==> config.mk <==
export PLATFORM = sky130hd
export DESIGN_NAME = resize_frame_ctrl
export DESIGN_NICKNAME = d
export VERILOG_FILES = /design/src/rtl/resize_ctrl_pkg.sv /design/src/rtl/resize_frame_ctrl_watchdog.sv /design/src/rtl/resize_frame_ctrl.sv
export SDC_FILE = /design/constraint.sdc
export NUM_CORES = 1
export LEC_CHECK = 0
export BUFFER_PORTS_ARGS = -buffer_cell sky130_fd_sc_hd__buf_2
export CORE_ASPECT_RATIO = 0.7
export CORE_MARGIN = 5
export CORE_UTILIZATION = 35
export DETAILED_ROUTE_END_ITERATION = 8
export GPL_TIMING_DRIVEN = 0
export PLACE_DENSITY = 0.51
export SLEW_MARGIN = 15
export SYNTH_ARGS = -nofsm -noshare
export SYNTH_HDL_FRONTEND = slang
export SYNTH_HIERARCHICAL = 1
export SYNTH_SLANG_ARGS = --single-unit
==> constraint.sdc <==
create_clock -name clock -period 3.74 [get_ports clock]
set_clock_uncertainty 0.2 [all_clocks]
set_input_delay 0 -clock clock [delete_from_list [all_inputs] [get_ports clock]]
set_output_delay 0 -clock clock [all_outputs]
set_load 0.01 [all_outputs]
==> src/rtl/resize_ctrl_pkg.sv <==
// Shared types and constants for the camera-to-resizer frame controller.
// Holds the controller state encoding, pixel-count widths and default dimensions.
package resize_ctrl_pkg;

    localparam int DEFAULT_INPUT_WIDTH  = 640;
    localparam int DEFAULT_INPUT_HEIGHT = 480;
    localparam int DEFAULT_OUT_DIM      = 224;

    // Widths sized for the default 640x480 -> 224x224 pipeline.
    localparam int IN_COUNT_W   = 19;
    localparam int OUT_COUNT_W  = 17;
    localparam int DROP_COUNT_W = 16;
    localparam int PIXEL_W      = 24;

    typedef enum logic [2:0] {
        IDLE   = 3'd0,
        ARM    = 3'd1,
        START  = 3'd2,
        STREAM = 3'd3,
        CHECK  = 3'd4
    } ctrlState_t;

    function automatic logic [DROP_COUNT_W-1:0] satIncDrop(input logic [DROP_COUNT_W-1:0] value);
        return (&value) ? value : value + 1'b1;
    endfunction

endpackage

==> src/rtl/resize_frame_ctrl_watchdog.sv <==
// STREAM-phase watchdog for resize_frame_ctrl; compiled only when
// RESIZE_FRAME_CTRL_TIMEOUT_EN is defined.
`ifdef RESIZE_FRAME_CTRL_TIMEOUT_EN
module frame_watchdog #(
    parameter int TIMEOUT_CYCLES = 2000000
) (
    input  logic clock,
    input  logic resetN,
    input  logic clear,
    input  logic enable,
    output logic expired
);

    localparam int CW = $clog2(TIMEOUT_CYCLES + 1);

    logic [CW-1:0] count;

    // Fires during the TIMEOUT_CYCLES-th enabled cycle so the owner can leave on that edge.
    assign expired = enable && (count == CW'(TIMEOUT_CYCLES - 1));

    always_ff @(posedge clock or negedge resetN) begin
        if (!resetN) begin
            count <= '0;
        end else if (clear) begin
            count <= '0;
        end else if (enable && !expired) begin
            count <= count + 1'b1;
        end
    end

endmodule
`endif

==> src/rtl/resize_frame_ctrl.sv <==
// Gates camera frames into the resizer and checks each resized frame's output count.
// Optional STREAM watchdog enabled by defining RESIZE_FRAME_CTRL_TIMEOUT_EN.
module resize_frame_ctrl
    import resize_ctrl_pkg::*;
#(
    parameter int INPUT_WIDTH    = DEFAULT_INPUT_WIDTH,
    parameter int INPUT_HEIGHT   = DEFAULT_INPUT_HEIGHT,
    parameter int OUT_DIM        = DEFAULT_OUT_DIM,
    parameter int TIMEOUT_CYCLES = 2000000
) (
    input  logic                    clock,
    input  logic                    resetN,
    input  logic                    camFrameStart,
    input  logic                    camPixelValid,
    input  logic [PIXEL_W-1:0]      camPixelData,
    input  logic                    engineReady,
    output logic                    rszStartNewImage,
    output logic                    rszPixelValid,
    output logic [PIXEL_W-1:0]      rszPixelData,
    input  logic                    rszOutPixelValid,
    input  logic                    rszEndOfImage,
    output logic                    frameDone,
    output logic                    frameError,
    output logic [DROP_COUNT_W-1:0] framesDropped,
    output logic                    busy
);

    localparam logic [IN_COUNT_W-1:0]  IN_TOTAL  = IN_COUNT_W'(INPUT_WIDTH * INPUT_HEIGHT);
    localparam logic [OUT_COUNT_W-1:0] OUT_TOTAL = OUT_COUNT_W'(OUT_DIM * OUT_DIM);

    if (TIMEOUT_CYCLES < 1 || INPUT_WIDTH * INPUT_HEIGHT >= (1 << IN_COUNT_W)
        || OUT_DIM * OUT_DIM >= (1 << OUT_COUNT_W)) begin : gParamCheck
        $error("resize_frame_ctrl: parameter out of range");
    end

    ctrlState_t             state;
    logic [IN_COUNT_W-1:0]  inCount;
    logic [OUT_COUNT_W-1:0] outCount;
    logic                   eoiSeen;
    logic                   timeoutHit;

`ifdef RESIZE_FRAME_CTRL_TIMEOUT_EN
    frame_watchdog #(
        .TIMEOUT_CYCLES(TIMEOUT_CYCLES)
    ) uWatchdog (
        .clock  (clock),
        .resetN (resetN),
        .clear  (state != STREAM),
        .enable (state == STREAM),
        .expired(timeoutHit)
    );
`else
    assign timeoutHit = 1'b0;
`endif

    assign busy = (state != IDLE);

    always_ff @(posedge clock or negedge resetN) begin
        if (!resetN) begin
            state            <= IDLE;
            inCount          <= '0;
            outCount         <= '0;
            eoiSeen          <= 1'b0;
            rszStartNewImage <= 1'b0;
            rszPixelValid    <= 1'b0;
            rszPixelData     <= '0;
            frameDone        <= 1'b0;
            frameError       <= 1'b0;
            framesDropped    <= '0;
        end else begin
            // NOTE: pulse outputs and the forward strobe default low; only the firing branch raises them.
            rszStartNewImage <= 1'b0;
            rszPixelValid    <= 1'b0;
            frameDone        <= 1'b0;
            frameError       <= 1'b0;

            case (state)
                IDLE: begin
                    if (camFrameStart && !engineReady) framesDropped <= satIncDrop(framesDropped);
                    if (engineReady) state <= ARM;
                end
                ARM: begin
                    if (camFrameStart) begin
                        rszStartNewImage <= 1'b1;
                        state            <= START;
                    end
                end
                START: begin
                    inCount  <= '0;
                    outCount <= '0;
                    eoiSeen  <= 1'b0;
                    if (camFrameStart) begin
                        frameError    <= 1'b1;
                        framesDropped <= satIncDrop(framesDropped);
                        state         <= IDLE;
                    end else begin
                        state <= STREAM;
                    end
                end
                STREAM: begin
                    // A new frame start aborts and swallows any pixel presented alongside it.
                    if (camFrameStart) begin
                        frameError    <= 1'b1;
                        framesDropped <= satIncDrop(framesDropped);
                        state         <= IDLE;
                    end else begin
                        if (rszOutPixelValid && !(&outCount)) outCount <= outCount + 1'b1;
                        if (rszEndOfImage) eoiSeen <= 1'b1;
                        if (inCount == IN_TOTAL) begin
                            state <= CHECK;
                        end else if (timeoutHit) begin
                            frameError <= 1'b1;
                            state      <= IDLE;
                        end else if (camPixelValid) begin
                            rszPixelValid <= 1'b1;
                            rszPixelData  <= camPixelData;
                            inCount       <= inCount + 1'b1;
                        end
                    end
                end
                CHECK: begin
                    frameDone  <= 1'b1;
                    frameError <= (outCount != OUT_TOTAL) || !eoiSeen;
                    state      <= IDLE;
                end
                default: state <= IDLE;
            endcase
        end
    end

endmodule

==> flow_metrics.py <==
metrics = {
    "pwr": {
        "p_sw_frac": 0.3353,
        "power_density_nw_per_um2": 580.6,
        "combPwrFrac": 0.288,
        "power.leakage_uw": 0.002532,
        "p_switching_uw": 1023,
        "clock_power_share": 0.305,
        "power_frac_seq": 0.407,
        "vdd_drop_max_uv": 298.5,
        "intPower_uw": 2028,
    },
    "drt": {
        "totalWireLength_um": 10190,
        "drcViolationCount": 0,
        "post_drt_wl_per_cell_um": 14.33,
        "vias_per_cell": 4.838,
        "drt_iter0_drc": 177,
        "num_vias": 3440,
        "route.antenna.remaining_nets": 0,
        "dr.pass1.iters": 4,
    },
    "critical_path": {
        "path_cells": "ha_1 > nand2_1 > nor2_1 > nand2_1 > nor2_1 > ha_1 > or3b_1 > buf_6 > a2111oi_4 > nand4_1 > xor2_1 > nor2_2",
        "crit_type": "reg2reg",
        "cp_data_arrival_time_ps": 2940,
        "startpoint_type": "register",
        "rr_startpoint": "outCount[0]",
        "reg2reg_depth": 12,
        "slowest_delay_ps": 500,
        "r2r_setup_slack_ps": 800,
        "cp-end-kind": "register",
        "slowest_stage": "a2111oi_4",
        "cp_max_fo": 7,
        "reg2reg_to": "outCount[9]",
        "critPathRequiredTime_ps": 3750,
    },
    "place": {
        "routabilityCongestion": 0.8143,
        "port_buffers": 75,
        "place_hpwl_um": 7037,
        "placed_cells": 665,
    },
    "finish": {
        "fin_util": 0.4722,
        "instances_no_fill": 711,
        "final_common_cell": "nand2_1",
        "diodes": 0,
        "fillerInstances": 1094,
        "nets": 591,
        "most-common-layout-cells": "nand2_1 (99), dfrtp_1 (84), buf_2 (79)",
        "drive_gt1_frac": 0.1971,
        "area_delta_synth_final_pct": 30.34,
    },
    "logic_synthesis": {
        "synthMuxAreaShare": 0.002792,
        "syn_area_per_cell_um2": 9.249,
        "synth-async-reset-ratio": 1.000,
        "synthSimpleGateAreaFrac": 0.2541,
        "synth_seq_area_share": 0.5213,
        "synth_edf_count": 0,
        "synth_top_area_cell": "dfrtp_1",
        "synth.area.top_cells": "dfrtp_1 (52%), nand2_1 (9.2%), xor2_1 (4.6%), nor2_1 (3.5%), o21ai_0 (3.5%)",
        "syn_inst": 436,
        "syn-num-nets": 473,
        "synth_top_family_by_area": "simple AND/OR/NAND/NOR gates",
        "synth-seq-cells": 84,
        "synth_area_um2": 4033,
        "synth.distinct_cells": 43,
        "netlist.area_leader.share": 0.5213,
        "synth-xor-area-share": 0.06081,
        "synth-main-ff-cell": "dfrtp_1",
        "synthAdderAreaFrac": 0.01862,
        "synth_compound_area_frac": 0.1089,
        "ys.warnings.count": 6,
    },
    "die": {
        "ios": 76,
        "die_x_um": 138.3,
        "core_um2": 11130,
        "die_h_um": 99.81,
        "design.die.area_um2": 13800,
        "rows": 32,
        "start_util": 0.3623,
    },
    "global_route": {
        "grt_max_degree": 59,
        "grt_pass1_wl_um": 17490,
        "grt_pass1_vias": 3451,
        "antenna_found_initial": 0,
        "grt_usage": 0.1530,
        "overflow": 0,
    },
    "clock_tree": {
        "cts_tree": "yes",
        "root_buffer": "clkbuf_16",
        "h-tree-depth": 3,
        "path_clk_slew_ps": 60,
        "clock_sinks": 84,
        "cts_buffers": 9,
        "clk_latency_ps": 330,
        "cts_buffer_depth": 2,
    },
    "sta": {
        "fin_crit_sh": 0.7853,
        "max_freq_mhz": 340.5,
        "setup_viol": 0,
        "hold_violations": 0,
        "drv_slew": 0,
        "period_needed_ps": 2937,
        "slew_headroom": 0.5617,
        "fin_hold_ws_ps": 110.5,
        "worst_slew_pin_slew_ps": 653.9,
        "grt_setup_unrepaired": "no",
        "tns_ps": 0,
    },
    "hold_path": {
        "hold_start": "rszOutPixelValid",
        "hold_class": "in2reg",
        "holdPathEnd": "outCount[0]",
        "whs_path_depth": 6,
    },
    "flow_run": {
        "max-cap-violations": 0,
    },
    "run_status": {
        "outcome": "complete, no violations",
    },
}
[cells by family (layout without fill, tap and decap cells)]
kind of cell	after synthesis	count (layout)
XOR/XNOR	28	28
AND/OR/NAND/NOR	221	221
flip-flops	84	84
adder cells (fa/ha/maj)	6	6
buffers and inverters	29	151
AO/OA/AOI/OAI	67	67
multiplexers	1	1
[final cells by class]
| cell class | count | area, um2 | share of cell area |
|---|---|---|---|
| inverters | 10 | 37.54 | 0.007141 |
| plain buffers | 19 | 97.59 | 0.01857 |
| well taps | 153 | 191.4 | 0.03642 |
| clock inverters | 5 | 77.57 | 0.01476 |
| repair buffers | 107 | 725.7 | 0.1381 |
| clock buffers | 10 | 229.0 | 0.04356 |
| flip-flops and latches | 84 | 2102 | 0.3999 |
| multi-input cells | 323 | 1795 | 0.3416 |
[flip-flops by register name, summed over array words and instances, names as in the netlist]
register,cells
outCount,17
framesDropped,16
rszStartNewImage,1
frameError,1
rszPixelData,24
inCount,19
frameDone,1
eoiSeen,1
state,3
rszPixelValid,1
[cells in the mapped netlist, drive strengths merged, types with 2 or more instances]
cell type,n
buf,9
nand4,14
nand3b,2
o31ai,4
a21oi,14
nor2b,2
o21ai,31
a31oi,7
o211ai,2
ha,6
nand2b,2
or3,4
nor3,12
clkbuf,10
a2111oi,2
dfrtp,84
a22o,3
xor2,21
and3,6
and4,2
xnor2,7
nor4,10
nand3,23
nor2,39
nor4b,2
inv,10
nand2,99
[through the flow]
stage / cell area, um2 / setup slack [ps] / power [uW]
floorplan: 4033 / 1092 / 1738
global placement: 4599 / 843.2 / 2090
detailed placement: 4629 / 822.0 / 2106
CTS: 5256 / 802.0 / 3085
global route: 5256 / 610.9 / 3254
finish: 5256 / 802.9 / 3052
[worst max-delay path, delay by kind of cell, from the launching register on]
family          cells  cell delay (ps)
buf+inv             1              150
flops               1              400
simple gates        7              970
compound gates      1              500
xor+xnor            1              180
fa+ha+maj           2              410
[worst max-delay path by stage]
stage	from	to	slack, ps	cells after the start
final	outCount[0]	outCount[9]	800	12
after global routing	outCount[0]	outCount[11]	610	12
after CTS	outCount[0]	outCount[9]	800	12
after detailed placement	outCount[0]	outCount[9]	820	12
after global placement	outCount[8]	outCount[9]	840	11
after floorplan	outCount[8]	outCount[9]	1090	11
[repair_timing]
| item | CTS | global route |
|---|---|---|
| hold buffers | 31 | 0 |
| resized for setup | 0 | 0 |
| endpoints found under the hold margin | 116 | 0 |
| buffers inserted | 0 | 0 |
[routing by layer]
layer | GRT usage | up-vias | share of wire
li1 | - | 1737 | -
met1 | 0.2291 | 1613 | 0.52
met2 | 0.2129 | 80 | 0.41
met3 | 0.05333 | 10 | 0.058
met4 | 0.03265 | 0 | 0.0074
met5 | 0 | - | 0
[power by group through the flow]
| stage | clock, uW | sequential, uW | combinational [uW] |
|---|---|---|---|
| after CTS | 955 | 1240 | 887 |
| final | 931 | 1240 | 878 |
| after floorplan | 0 | 1320 | 420 |
| after detailed placement | 0 | 1250 | 856 |
| after global routing | 994 | 1270 | 986 |
| after global placement | 0 | 1250 | 837 |
(Power assumes the default switching activity.)
